<file path="src/rtl/uart_pkg.sv">
// Shared UART definitions: receive FSM state encoding, frame data width and
// the idle level of the serial line.
package uart_pkg;

  localparam int unsigned UART_DATA_BITS  = 8;
  localparam logic        UART_IDLE_LEVEL = 1'b1;

  typedef enum logic [2:0] {
    IDLE,
    START,
    DATA,
    STOP,
    BREAK
  } uart_rx_state_t;

endpackage

</file>
<file path="src/rtl/uart_rx_if.sv">
// Byte delivery handshake between the UART receiver and its consumer.
//   rdata  : received byte, valid while rvalid=1
//   rvalid : byte available, held until accepted
//   rready : consumer accepts; transfer on rvalid && rready at posedge clk
// master = receiver (drives rdata/rvalid), slave = consumer (drives rready).
interface uart_rx_if;
  import uart_pkg::*;

  logic [UART_DATA_BITS-1:0] rdata;
  logic                      rvalid;
  logic                      rready;

  modport master (output rdata, output rvalid, input rready);
  modport slave  (input rdata, input rvalid, output rready);

endinterface

</file>
<file path="src/rtl/uart_sync.sv">
// Multi-flop synchroniser for an asynchronous single-bit input.
//   clk : sampling clock
//   rst : synchronous active-high reset, loads RESET_VALUE into every stage
//   d   : asynchronous input
//   q   : d after SYNC_STAGES flops
module uart_sync #(
  parameter int unsigned SYNC_STAGES = 2,
  parameter logic        RESET_VALUE = 1'b1
) (
  input  logic clk,
  input  logic rst,
  input  logic d,
  output logic q
);

  logic [SYNC_STAGES-1:0] stages;

  always_ff @(posedge clk) begin
    if (rst) begin
      stages <= {SYNC_STAGES{RESET_VALUE}};
    end else begin
      stages <= {stages[SYNC_STAGES-2:0], d};
    end
  end

  assign q = stages[SYNC_STAGES-1];

endmodule

</file>
<file path="src/rtl/uart_rx.sv">
// UART 8N1 receiver: oversamples RX at CLKS_PER_BIT clocks per bit, finds the
// mid-point of the start bit, samples each data bit (LSB first) and the stop
// bit one bit-time apart, and hands completed bytes out on a valid/ready port.
//   clk       : system clock
//   rst       : synchronous active-high reset
//   RX        : asynchronous serial line, idle high
//   rx_if     : byte handshake (rdata, rvalid out; rready in)
//   busy      : receiver is not idle
//   frame_err : one-cycle pulse, stop bit sampled low
//   overrun   : one-cycle pulse, byte completed while a held byte was unread
module uart_rx
  import uart_pkg::*;
#(
  parameter int unsigned CLKS_PER_BIT = 16,
  parameter int unsigned SYNC_STAGES  = 2
) (
  input  logic             clk,
  input  logic             rst,
  input  logic             RX,
  uart_rx_if.master        rx_if,
  output logic             busy,
  output logic             frame_err,
  output logic             overrun
);

  localparam int unsigned CNT_W = $clog2(CLKS_PER_BIT);
  localparam logic [CNT_W-1:0] CNT_HALF = CNT_W'(CLKS_PER_BIT / 2 - 1);
  localparam logic [CNT_W-1:0] CNT_LAST = CNT_W'(CLKS_PER_BIT - 1);
  localparam logic [2:0]       IDX_LAST = 3'(UART_DATA_BITS - 1);

  logic                      rx_s;
  logic                      rx_idle;

  uart_rx_state_t            state_q, state_d;
  logic [CNT_W-1:0]          cnt_q, cnt_d;
  logic [2:0]                bit_idx_q, bit_idx_d;
  logic [UART_DATA_BITS-1:0] shift_q;

  logic                      sample_bit;
  logic                      stop_good;
  logic                      stop_bad;

  uart_sync #(
    .SYNC_STAGES (SYNC_STAGES),
    .RESET_VALUE (UART_IDLE_LEVEL)
  ) u_sync (
    .clk (clk),
    .rst (rst),
    .d   (RX),
    .q   (rx_s)
  );

  assign rx_idle = (rx_s == UART_IDLE_LEVEL);

  // Next-state logic. cnt is cleared on every state transition and held at
  // zero in the waiting states, so it never needs to saturate.
  always_comb begin
    state_d    = state_q;
    cnt_d      = cnt_q + 1'b1;
    bit_idx_d  = bit_idx_q;
    sample_bit = 1'b0;
    stop_good  = 1'b0;
    stop_bad   = 1'b0;

    case (state_q)
      IDLE: begin
        cnt_d = '0;
        if (!rx_idle) begin
          state_d = START;
        end
      end

      START: begin
        // Mid-point of the start bit: a line back at idle was only a glitch.
        if (cnt_q == CNT_HALF) begin
          cnt_d     = '0;
          bit_idx_d = '0;
          state_d   = rx_idle ? IDLE : DATA;
        end
      end

      DATA: begin
        if (cnt_q == CNT_LAST) begin
          cnt_d      = '0;
          sample_bit = 1'b1;
          bit_idx_d  = bit_idx_q + 1'b1;
          if (bit_idx_q == IDX_LAST) begin
            state_d = STOP;
          end
        end
      end

      STOP: begin
        if (cnt_q == CNT_LAST) begin
          cnt_d     = '0;
          stop_good = rx_idle;
          stop_bad  = !rx_idle;
          state_d   = rx_idle ? IDLE : BREAK;
        end
      end

      BREAK: begin
        // A line held low after a bad stop bit must go idle before the next
        // start bit is recognised.
        cnt_d = '0;
        if (rx_idle) begin
          state_d = IDLE;
        end
      end

      default: begin
        cnt_d   = '0;
        state_d = IDLE;
      end
    endcase
  end

  always_ff @(posedge clk) begin
    if (rst) begin
      state_q   <= IDLE;
      cnt_q     <= '0;
      bit_idx_q <= '0;
      shift_q   <= '0;
    end else begin
      state_q   <= state_d;
      cnt_q     <= cnt_d;
      bit_idx_q <= bit_idx_d;
      if (sample_bit) begin
        shift_q[bit_idx_q] <= rx_s;
      end
    end
  end

  // Output register, updated on the edge that takes the stop sample. A held
  // byte being accepted on that same edge makes room for the new one.
  always_ff @(posedge clk) begin
    if (rst) begin
      rx_if.rdata  <= '0;
      rx_if.rvalid <= 1'b0;
      frame_err    <= 1'b0;
      overrun      <= 1'b0;
    end else begin
      frame_err <= stop_bad;
      overrun   <= stop_good && rx_if.rvalid && !rx_if.rready;
      if (stop_good && (!rx_if.rvalid || rx_if.rready)) begin
        rx_if.rdata  <= shift_q;
        rx_if.rvalid <= 1'b1;
      end else if (rx_if.rvalid && rx_if.rready) begin
        rx_if.rvalid <= 1'b0;
      end
    end
  end

  assign busy = (state_q != IDLE);

endmodule

</file>
<file path="src/flat_wrapper.sv">
// flat-port wrapper written by rule: the top's interface ports become plain ports
module uart_rx_flat import uart_pkg::*;
#(
  parameter int unsigned CLKS_PER_BIT = 16,
  parameter int unsigned SYNC_STAGES  = 2
)
  (clk, rst, RX, busy, frame_err, overrun, rx_if_rdata, rx_if_rvalid, rx_if_rready);
  uart_rx_if rx_if_i ();
  input  logic clk;
  input  logic rst;
  input  logic RX;
  output logic busy;
  output logic frame_err;
  output logic overrun;
  output wire logic [$bits(rx_if_i.rdata)-1:0] rx_if_rdata;
  output wire logic [$bits(rx_if_i.rvalid)-1:0] rx_if_rvalid;
  input wire logic [$bits(rx_if_i.rready)-1:0] rx_if_rready;
  assign rx_if_rdata = rx_if_i.rdata;
  assign rx_if_rvalid = rx_if_i.rvalid;
  assign rx_if_i.rready = rx_if_rready;
  uart_rx #(.CLKS_PER_BIT(CLKS_PER_BIT), .SYNC_STAGES(SYNC_STAGES)) u_core (.clk(clk), .rst(rst), .RX(RX), .rx_if(rx_if_i), .busy(busy), .frame_err(frame_err), .overrun(overrun));
endmodule
</file>
<file path="config.mk">
export PLATFORM = sky130hd
export DESIGN_NAME = uart_rx_flat
export DESIGN_NICKNAME = d
export VERILOG_FILES = /design/src/rtl/uart_pkg.sv /design/src/rtl/uart_rx_if.sv /design/src/rtl/uart_sync.sv /design/src/rtl/uart_rx.sv /design/src/flat_wrapper.sv
export SDC_FILE = /design/constraint.sdc
export NUM_CORES = 1
export LEC_CHECK = 0
export CORE_UTILIZATION = 50
export DETAILED_ROUTE_END_ITERATION = 10
export GPL_TIMING_DRIVEN = 0
export PLACE_DENSITY_LB_ADDON = 0.12
export SKIP_LAST_GASP = 1
export SYNTH_ARGS = -nofsm -noshare
export SYNTH_HDL_FRONTEND = slang
export SYNTH_SLANG_ARGS = --single-unit
</file>
<file path="constraint.sdc">
create_clock -name clk -period 2.9 [get_ports clk]
set_clock_uncertainty 0.15 [all_clocks]
set_input_delay 0.58 -clock clk [delete_from_list [all_inputs] [get_ports clk]]
set_output_delay 0.58 -clock clk [all_outputs]
set_load 0.02 [all_outputs]
</file>
Word-level counts from Yosys, hierarchy flattened
Index checks and enable logic that the tools add are counted.
{ "op_classes": {"add_sub_neg": 2, "n_lt_le_gt_ge": 2, "eq_ne": 13, "n_mux": 24, "bitwise_logic": 2, "n_reduce_logical": 17} }
{ "op_table": {"columns": ["op", "n"], "rows": [
  ["3-bit 2-to-1 mux", 9],
  ["3-bit one-hot mux with 5 select lines", 1],
  ["8-bit bitwise mux", 1],
  ["4-bit 2-to-1 mux", 2],
  ["2-bit by 1-bit != test with 1-bit output, second input constant", 4],
  ["4-bit one-hot mux with 2 select lines", 1],
  ["1-bit 2-to-1 mux", 7],
  ["3-bit by 2-bit == test with 1-bit output, second input constant", 2],
  ["3-bit == test, second input constant", 2],
  ["3-bit one-hot mux with 2 select lines", 1],
  ["6-bit AND reduction", 1],
  ["1-bit logical AND", 5],
  ["4-bit by 1-bit adder with 4-bit output, second input constant", 1],
  ["4-bit by 3-bit == test with 1-bit output, second input constant", 1],
  ["4-bit == test, second input constant", 1],
  ["3-bit by 4-bit less-than comparator with 1-bit output, second input constant", 1],
  ["2-bit != test, second input constant", 2],
  ["2-bit nonzero test", 2],
  ["3-bit by 1-bit adder with 3-bit output, second input constant", 1],
  ["1-bit demux with 3-bit select", 1],
  ["3-bit by 1-bit == test with 1-bit output, second input constant", 1],
  ["3-bit by 1-bit greater-or-equal comparator with 1-bit output, second input constant", 1],
  ["1-bit zero test", 3],
  ["3-bit zero test", 1],
  ["other kinds (7)", 8]
]} }
{ "totals": {"regBits": 31, "input_bits": 4, "out_inout_bits": 12, "wordCells": 69} }

Longest topological paths before layout
Gate-level depths: netlist (run 1).
{ "logic_depth": {"depth_word": 5, "mapped_depth": 5, "ltp_nobuf": 4} }

By module
Synthesis (run 1) repeated with hierarchy kept, for this count alone.
{ "unflattened": {"hier_cells": 151, "hier_area_um2": 1515.2} }
{ "by_module_without_submodules": {"columns": ["module", "n_inst", "cells_each", "area_per_inst_um2", "seq_area_each_um2"], "rows": [
  ["uart_rx", 1, 147, 1462.7, 580.6],
  ["uart_sync", 1, 4, 52.6, 40.0]
]} }

Worst setup path before layout (run 1)
OpenSTA, ideal clock, no wires.
{ "synth_path": {"kind": "reg2out", "startpoint": "register u_core.state_q[1]", "endpoint": "output busy", "arrival_ns": 0.963, "t_required_ns": 2.170, "path_slack_ns": 1.207, "path_stages_with_launch": 3, "path_buffers": 1, "path_cell_list": "dfxtp_1 clkbuf_1 or3_1"} }
{ "synth_via": {"elab_chain_cells": 1} }
{ "synth_lines": {"columns": ["element", "line", "rtl"], "rows": [
  ["start: declaration", "uart_rx.sv:34", "uart_rx_state_t state_q, state_d;"],
  ["start signal: assignment", "uart_rx.sv:125", "state_q <= state_d;"],
  ["3-bit nonzero test", "uart_rx.sv:154", "assign busy = (state_q != IDLE);"],
  ["end: declaration", "flat_wrapper.sv:12", "output logic busy;"]
]} }
No other way between the ends.

Worst setup path after layout (run 1)
Ends and elaborated chain as after synthesis.

==> summary.md, run 1 <==
| Metric | Value |
|---|---|
| Post-route ant nets | `0` |
| Syn Nets | `156` |
| Via Count | `1148` |
| Die Span Y | `56.3 um` |
| Area growth from synthesis to layout | `17.6%` |
| Primary FF master, synth | `dfxtp_1` |
| Initial core utilization | `53.0%` |
| Die Width | `56.3 um` |
| Final net count | `178` |
| CP max-delay cell | `clkdlybuf4s50_1` |
| Max cap viols | `0` |
| Synth warn | `0` |
| Clk slew on worst S/H paths | `0.10 ns` |
| Post-layout min period | `2.59 ns` |
| RSZ-0062 raised after global routing | `no` |
| Met2 WL | `1260 um` |
| Area of the die | `0.00317 mm^2` |
| CP required | `2.17 ns` |
| Worst slew pin tran | `0.411 ns` |
| Hold WS | `0.271 ns` |
| Clk Latency, worst-skew pair | `0.34 ns` |
| First-pass GRT wire length | `4960 um` |
| PD cells | `452 mW/mm^2` |
| Post-CTS Setup Bufs | `0` |
| Final Hold Viols | `0` |
| Hold_buf cts | `0` |
| Starting DRC count in detailed routing | `22` |
| Crit-path cells | `clkbuf_1, or3_1, clkdlybuf4s50_1` |
| Core Area | `0.00278 mm^2` |
| Met3 wire len | `124 um` |
| Total negative setup slack | `0 ns` |
| CTS resizes | `0` |
| Max Buffers Root-to-Sink | `2` |
| Share of cells above drive strength 1 | `9.94%` |
| Commonest non-fill, non-tap cell in the layout | `dfxtp_1` |
| Worst slew margin | `72.6%` |
| Overflow after GRT | `0` |
| Number of synthesized flops with an enable pin | `0` |
| Outcome | `finished clean` |
| CP Data Arrival Time | `1.86 ns` |
| Mapped Area | `0.00148 mm^2` |
| Critical Setup Path Class | `reg2out` |
| Setup violators final | `0` |
| Reg-to-reg slack, setup | `1.15 ns` |
| Total track usage | `20.4%` |
| Vias/cell | `5.68` |
| Startpoint types | `flip-flop` |
| TritonCTS Sinks | `31` |
| Initial antenna violation count | `0` |
| DR WL/cell | `13.5 um` |
| Most frequent cells in the layout | `dfxtp_1 (31), nand2b_1 (22), mux2i_1 (21)` |
| Top layer in use | `met4` |
| Final Cycle Share | `89.2%` |
| Hold Path Class | `reg2reg` |
| Gpl congestion | `0.871` |
| Vias in the first global route | `1116` |
| Max Fanout on Critical Path | `10` |
| CP Capture Type | `output pin` |
| CTS tree | `built` |
| Site row count | `19` |
| P_leak | `0.654 nW` |
| Root Driver | `clkbuf_4` |
| Max VDD drop | `0.416 mV` |
| Post-synthesis register bit count | `31` |
| Syn Inst Count | `149` |
| DR DRC count | `0` |
| Diode count | `0` |
| Syn_area_per_cell | `9.90 um^2` |
| Pins Over Slew Limit | `0` |
| Pre-CTS setup slack | `0.686 ns` |
| Post-DP HPWL | `2010 um` |
| Max Freq | `387 MHz` |
| Routed wire length | `2740 um` |
| Tot Pwr | `784 uW` |
| Number of H-tree levels | `2` |
| Sequential area share after synthesis | `42.1%` |
| Met1 Wirelength | `1310 um` |
| TritonCTS buffer count | `5` |
| IO Count | `16` |
| CP max stage delay | `0.59 ns` |
| Async SR Flop Fraction | `0%` |
| I/O Buffers | `15` |
| Final setup margin | `0.314 ns` |
| Detailed Routing Iterations Pass 1 | `4` |
| Distinct cells, synth | `40` |
| Pin count of the biggest net entering global routing | `11` |
## worst max-delay path, delay by kind of cell, from the launching register on
family | cells | cell delay (ns)
buffers and inverters | 2 | 0.93
DFF | 1 | 0.43
and+or+nand+nor | 1 | 0.17
## metal layers
layer  track usage [%]  vias up
met1              25.5      536
met2              32.0       26
met3              5.07        6
li1                  -      580
met4              11.5        0
met5                 0        -
## state kept, by name (all words and copies together) (netlist names)
register,flops
u_core.state_q,3
u_core.frame_err,1
u_core.rx_if.rvalid,1
u_core.rx_if.rdata,8
u_core.overrun,1
u_core.cnt_q,4
u_core.bit_idx_q,3
u_core.u_sync.stages,2
u_core.shift_q,8
## cell usage after synthesis (2+ instances only)
master	n	area share, %
ha_1	3	2.5
a21boi_0	2	1.0
or2_2	2	0.85
dfxtp_1	31	42
nand4b_1	4	2.4
a211oi_2	2	1.7
nand4_1	4	1.7
nor4b_1	2	1.2
and3_1	2	0.85
nand2_1	5	1.3
nand3_1	5	1.7
nand3b_1	3	1.5
nor2_1	4	1.0
buf_2	2	0.68
inv_1	3	0.76
clkbuf_1	9	2.3
a21oi_1	2	0.68
mux2i_1	21	14
nand2b_1	22	9.3
## power breakdown
group	switching, mW	internal (mW)	total (mW)
Sequential	0.00304	0.428	0.431
Clock	0.143	0.178	0.321
Combinational	0.0154	0.0166	0.0321
## logic make-up after synthesis
family / after synthesis / synth area share [%]
simple gates: 63 / 28.4
flops: 31 / 42.1
mux: 21 / 14.2
buf+inv: 17 / 5.00
compound gates: 13 / 7.12
fa+ha+maj: 3 / 2.54
xor+xnor: 1 / 0.594
## worst paths after layout
| path | from | to | cells after the start |
|---|---|---|---|
| setup / recovery | u_core.state_q[1] | busy | 3 |
| hold / removal | u_core.u_sync.stages[0] | u_core.u_sync.stages[1] | 1 |
| setup reg to reg | u_core.cnt_q[0] | u_core.state_q[2] | 4 |
| hold reg to reg | u_core.u_sync.stages[0] | u_core.u_sync.stages[1] | 1 |
## layout make-up
type	instances	area (um^2)
inverters	4	15.0
plain buffers	13	58.8
clock buffers	6	41.3
well taps	31	38.8
clock inverters	1	30.0
flip-flops and latches	31	621
repair buffers	15	150
fillers	255	1050
multi-input cells	101	781
## per-stage QoR
step | area [um^2] | utilization, % | cells
floorplan | 1480 | - | 149
global placement | 1660 | 59.8 | 195
detailed placement | 1660 | 59.8 | 195
CTS | 1740 | 62.4 | 202
global route | 1740 | 62.4 | 202
finish | 1740 | 62.4 | 202
No activity file was read; power rests on OpenSTA's default activity.
==> run 2: changes to the inputs <==
- CTS_CLUSTER_SIZE: unset -> 24
- SYNTH_HIERARCHICAL: unset -> 1
==> run 2 against run 1 <==
Non-clock buffer count is 2 lower. Flip-flop and latch count stayed put. Core utilization is 0.14 points higher. Register-to-register slack worse by 0.09 ns. Worst setup slack worse by 0.034 ns. Die area is 2.6% higher. Sequential share of layout area is 0.38 points lower. Worst hold slack worse by 0.010 ns. Sequential power hardly changed. Clock-buffer cell count is 1 higher. Total power is 11% lower. Maximum frequency is 1.3% lower. Highest routed layer unchanged.
==> summary.md, run 2 <==
| Metric | Value |
|---|---|
| Outcome | `finished clean` |
| Commonest cells in the netlist | `dfxtp_1 (31), nand2b_1 (22), mux2i_1 (20)` |
| Post-layout min period | `2.62 ns` |
| Final Core Density | `62.5%` |
| P_leak | `0.636 nW` |
| Core Area | `0.00281 mm^2` |
| Pin count of the biggest net entering global routing | `12` |
| Initial antenna violation count | `0` |
| Post-synthesis register bit count | `31` |
| Tot Pwr | `696 uW` |
| Hold_buf cts | `0` |
| Distinct cells, synth | `42` |
| Final net count | `180` |
| Most frequent cells in the layout | `dfxtp_1 (31), nand2b_1 (22), mux2i_1 (20)` |
| Critical R2R Launch | `u_core/cnt_q[0]` |
| Commonest non-fill, non-tap cell in the layout | `dfxtp_1` |
| IO Count | `16` |
| Hold Path Cell Cnt | `1` |
| CTS tree | `built` |
| Post-route insts no fill | `205` |
| Worst slew pin tran | `0.619 ns` |
| Xor/xnor share of the synthesized area | `0.578%` |
| TritonCTS Sinks | `31` |
| First-pass GRT wire length | `4900 um` |
| Gpl congestion | `0.902` |
| CP Data Arrival Time | `1.89 ns` |
| Mapped Area | `0.00152 mm^2` |
| Hold Path Class | `reg2reg` |
| CP max-delay cell | `clkdlybuf4s50_1` |
| DR DRC count | `0` |
| Total negative setup slack | `0 ns` |
| Overflow after GRT | `0` |
| Origin of the worst setup path | `u_core/state_q[1]` |
| Site row count | `19` |
| Diode count | `0` |
| TritonCTS buffer count | `5` |
| Synth top area share | `41.0%` |
| Final Cycle Share | `90.3%` |
| Largest family of logic cells by synthesized area | `simple AND/OR/NAND/NOR gates` |
| Sequential area share after synthesis | `41.0%` |
| Area of the die | `0.00325 mm^2` |
| Primary FF master, synth | `dfxtp_1` |
| CP required | `2.17 ns` |
| Total track usage | `19.9%` |
| Cell taking the most area after synthesis | `dfxtp_1` |
| Critical Setup Path Class | `reg2out` |
| Net Sw Frac | `22.8%` |
| Startpoint types | `flip-flop` |
| Syn Inst Count | `151` |
| Flop pwr share | `61.7%` |
| Post-route ant nets | `0` |
| Number of H-tree levels | `2` |
| Share of cells above drive strength 1 | `12.6%` |
| DR WL/cell | `14.0 um` |
| Post-synthesis compound-gate area fraction | `7.76%` |
| Area growth from synthesis to layout | `15.8%` |
| Async SR Flop Fraction | `0%` |
| Worst setup endpoint | `busy` |
| CTS resizes | `0` |
| Detailed Routing Iterations Pass 1 | `4` |
| Clk Latency, worst-skew pair | `0.33 ns` |
| Worst slew margin | `58.1%` |
| Die Span Y | `57.1 um` |
| Vias in the first global route | `1082` |
| Max Freq | `382 MHz` |
| Reg2Reg Depth | `6` |
| Power share of the clock group | `34.1%` |
| Max VDD drop | `0.343 mV` |
| Post-DP HPWL | `2100 um` |
| Post-Synth Simple-Gate Area | `30.4%` |
| Switching power | `159 uW` |
| Synth warn | `6` |
| Pins Over Slew Limit | `0` |
| Via Count | `1146` |
| Mux share of post-synthesis cell area | `13.2%` |
| Vias/cell | `5.59` |
| Root Driver | `clkbuf_4` |
| Levels on crit path | `4` |
| PD cells | `397 mW/mm^2` |
| Clk slew on worst S/H paths | `0.09 ns` |
| Die Width | `57.1 um` |
| Initial core utilization | `54.0%` |
| Dpl cells | `197` |
| Combinational share of power | `4.2%` |
| Area share of fa/ha/maj cells after synthesis | `2.48%` |
| Internal power component | `538 uW` |
| I/O Buffers | `15` |
| Max Buffers Root-to-Sink | `2` |
| RSZ-0062 raised after global routing | `no` |
| Number of synthesized flops with an enable pin | `0` |
| Syn_area_per_cell | `10.0 um^2` |
| Starting DRC count in detailed routing | `13` |
| RR Endpoint | `u_core/rx_if.rdata[0]` |
| Hold WS | `0.261 ns` |
| Final Hold Viols | `0` |
| Syn Nets | `158` |
| Crit path max-delay family | `buffers and inverters` |
| Crit-path cells | `buf_4, buf_2, or3_1, clkdlybuf4s50_1` |
| Reg-to-reg slack, setup | `1.06 ns` |
| Post-CTS Setup Bufs | `0` |
| Max Fanout on Critical Path | `10` |
| Count leader, synth | `dfxtp_1` |
| Largest registers | `u_core/rx_if.rdata: 8 flops, u_core/shift_q: 8 flops, u_core/cnt_q: 4 flops` |
| Max cap viols | `0` |
| WP buf/inv | `3` |
| CP Capture Type | `output pin` |
| Area contributors post-synth | `dfxtp_1 (41%), mux2i_1 (13%), nand2b_1 (9.1%), nor4b_2 (3.0%), ha_1 (2.5%)` |
| Setup violators final | `0` |
| CP max stage delay | `0.54 ns` |
| Routed wire length | `2860 um` |
## run 2: layer usage
metal	vias to the layer above	GRT usage [%]	wire, um
met5	-	0	0
met4	0	8.71	58
met3	7	6.12	116
met2	23	29.7	1290
met1	537	26.6	1400
li1	579	-	-
## run 2: worst min path at each step
stage,startpoint,end,slack [ns]
2_1_floorplan,u_core/u_sync/stages[0],u_core/u_sync/stages[1],0.23
3_3_place_gp,u_core/u_sync/stages[0],u_core/u_sync/stages[1],0.24
6_report,u_core/u_sync/stages[0],u_core/u_sync/stages[1],0.26
5_1_grt,u_core/u_sync/stages[0],u_core/u_sync/stages[1],0.30
3_5_place_dp,u_core/u_sync/stages[0],u_core/u_sync/stages[1],0.24
4_1_cts,u_core/u_sync/stages[0],u_core/u_sync/stages[1],0.26
## run 2: power groups by stage
| stage | registers [mW] | logic (mW) | clock network, mW |
|---|---|---|---|
| 2_1_floorplan | 0.439 | 0.0189 | 0 |
| 3_3_place_gp | 0.440 | 0.0290 | 0 |
| 3_5_place_dp | 0.440 | 0.0295 | 0 |
| 4_1_cts | 0.430 | 0.0297 | 0.248 |
| 5_1_grt | 0.431 | 0.0320 | 0.265 |
| 6_report | 0.430 | 0.0294 | 0.237 |
## run 2: cells by family after synthesis
kind of cell               count (synthesis)
and+or+nand+nor                           66
buffers and inverters                     14
adders and majority gates                  3
xor gates and xnor gates                   1
DFF                                       31
muxes                                     20
AOI/OAI and AO/OA                         16
## run 2: cell type report
type / instances / area [um^2]
Fill cell: 255 / 1050
Multi-Input combinational cell: 106 / 825
Sequential cell: 31 / 621
Timing Repair Buffer: 15 / 150
Buffer: 11 / 58.8
Clock buffer: 7 / 45.0
Tap cell: 31 / 38.8
Inverter: 3 / 11.3
Clock inverter: 1 / 5.00
## run 2: metrics by stage
stage	cell area [um^2]	setup WS, ns
final	1750	0.280
after global routing	1750	0.215
after CTS	1750	0.261
after detailed placement	1700	0.638
after global placement	1700	0.644
after floorplan	1520	1.12
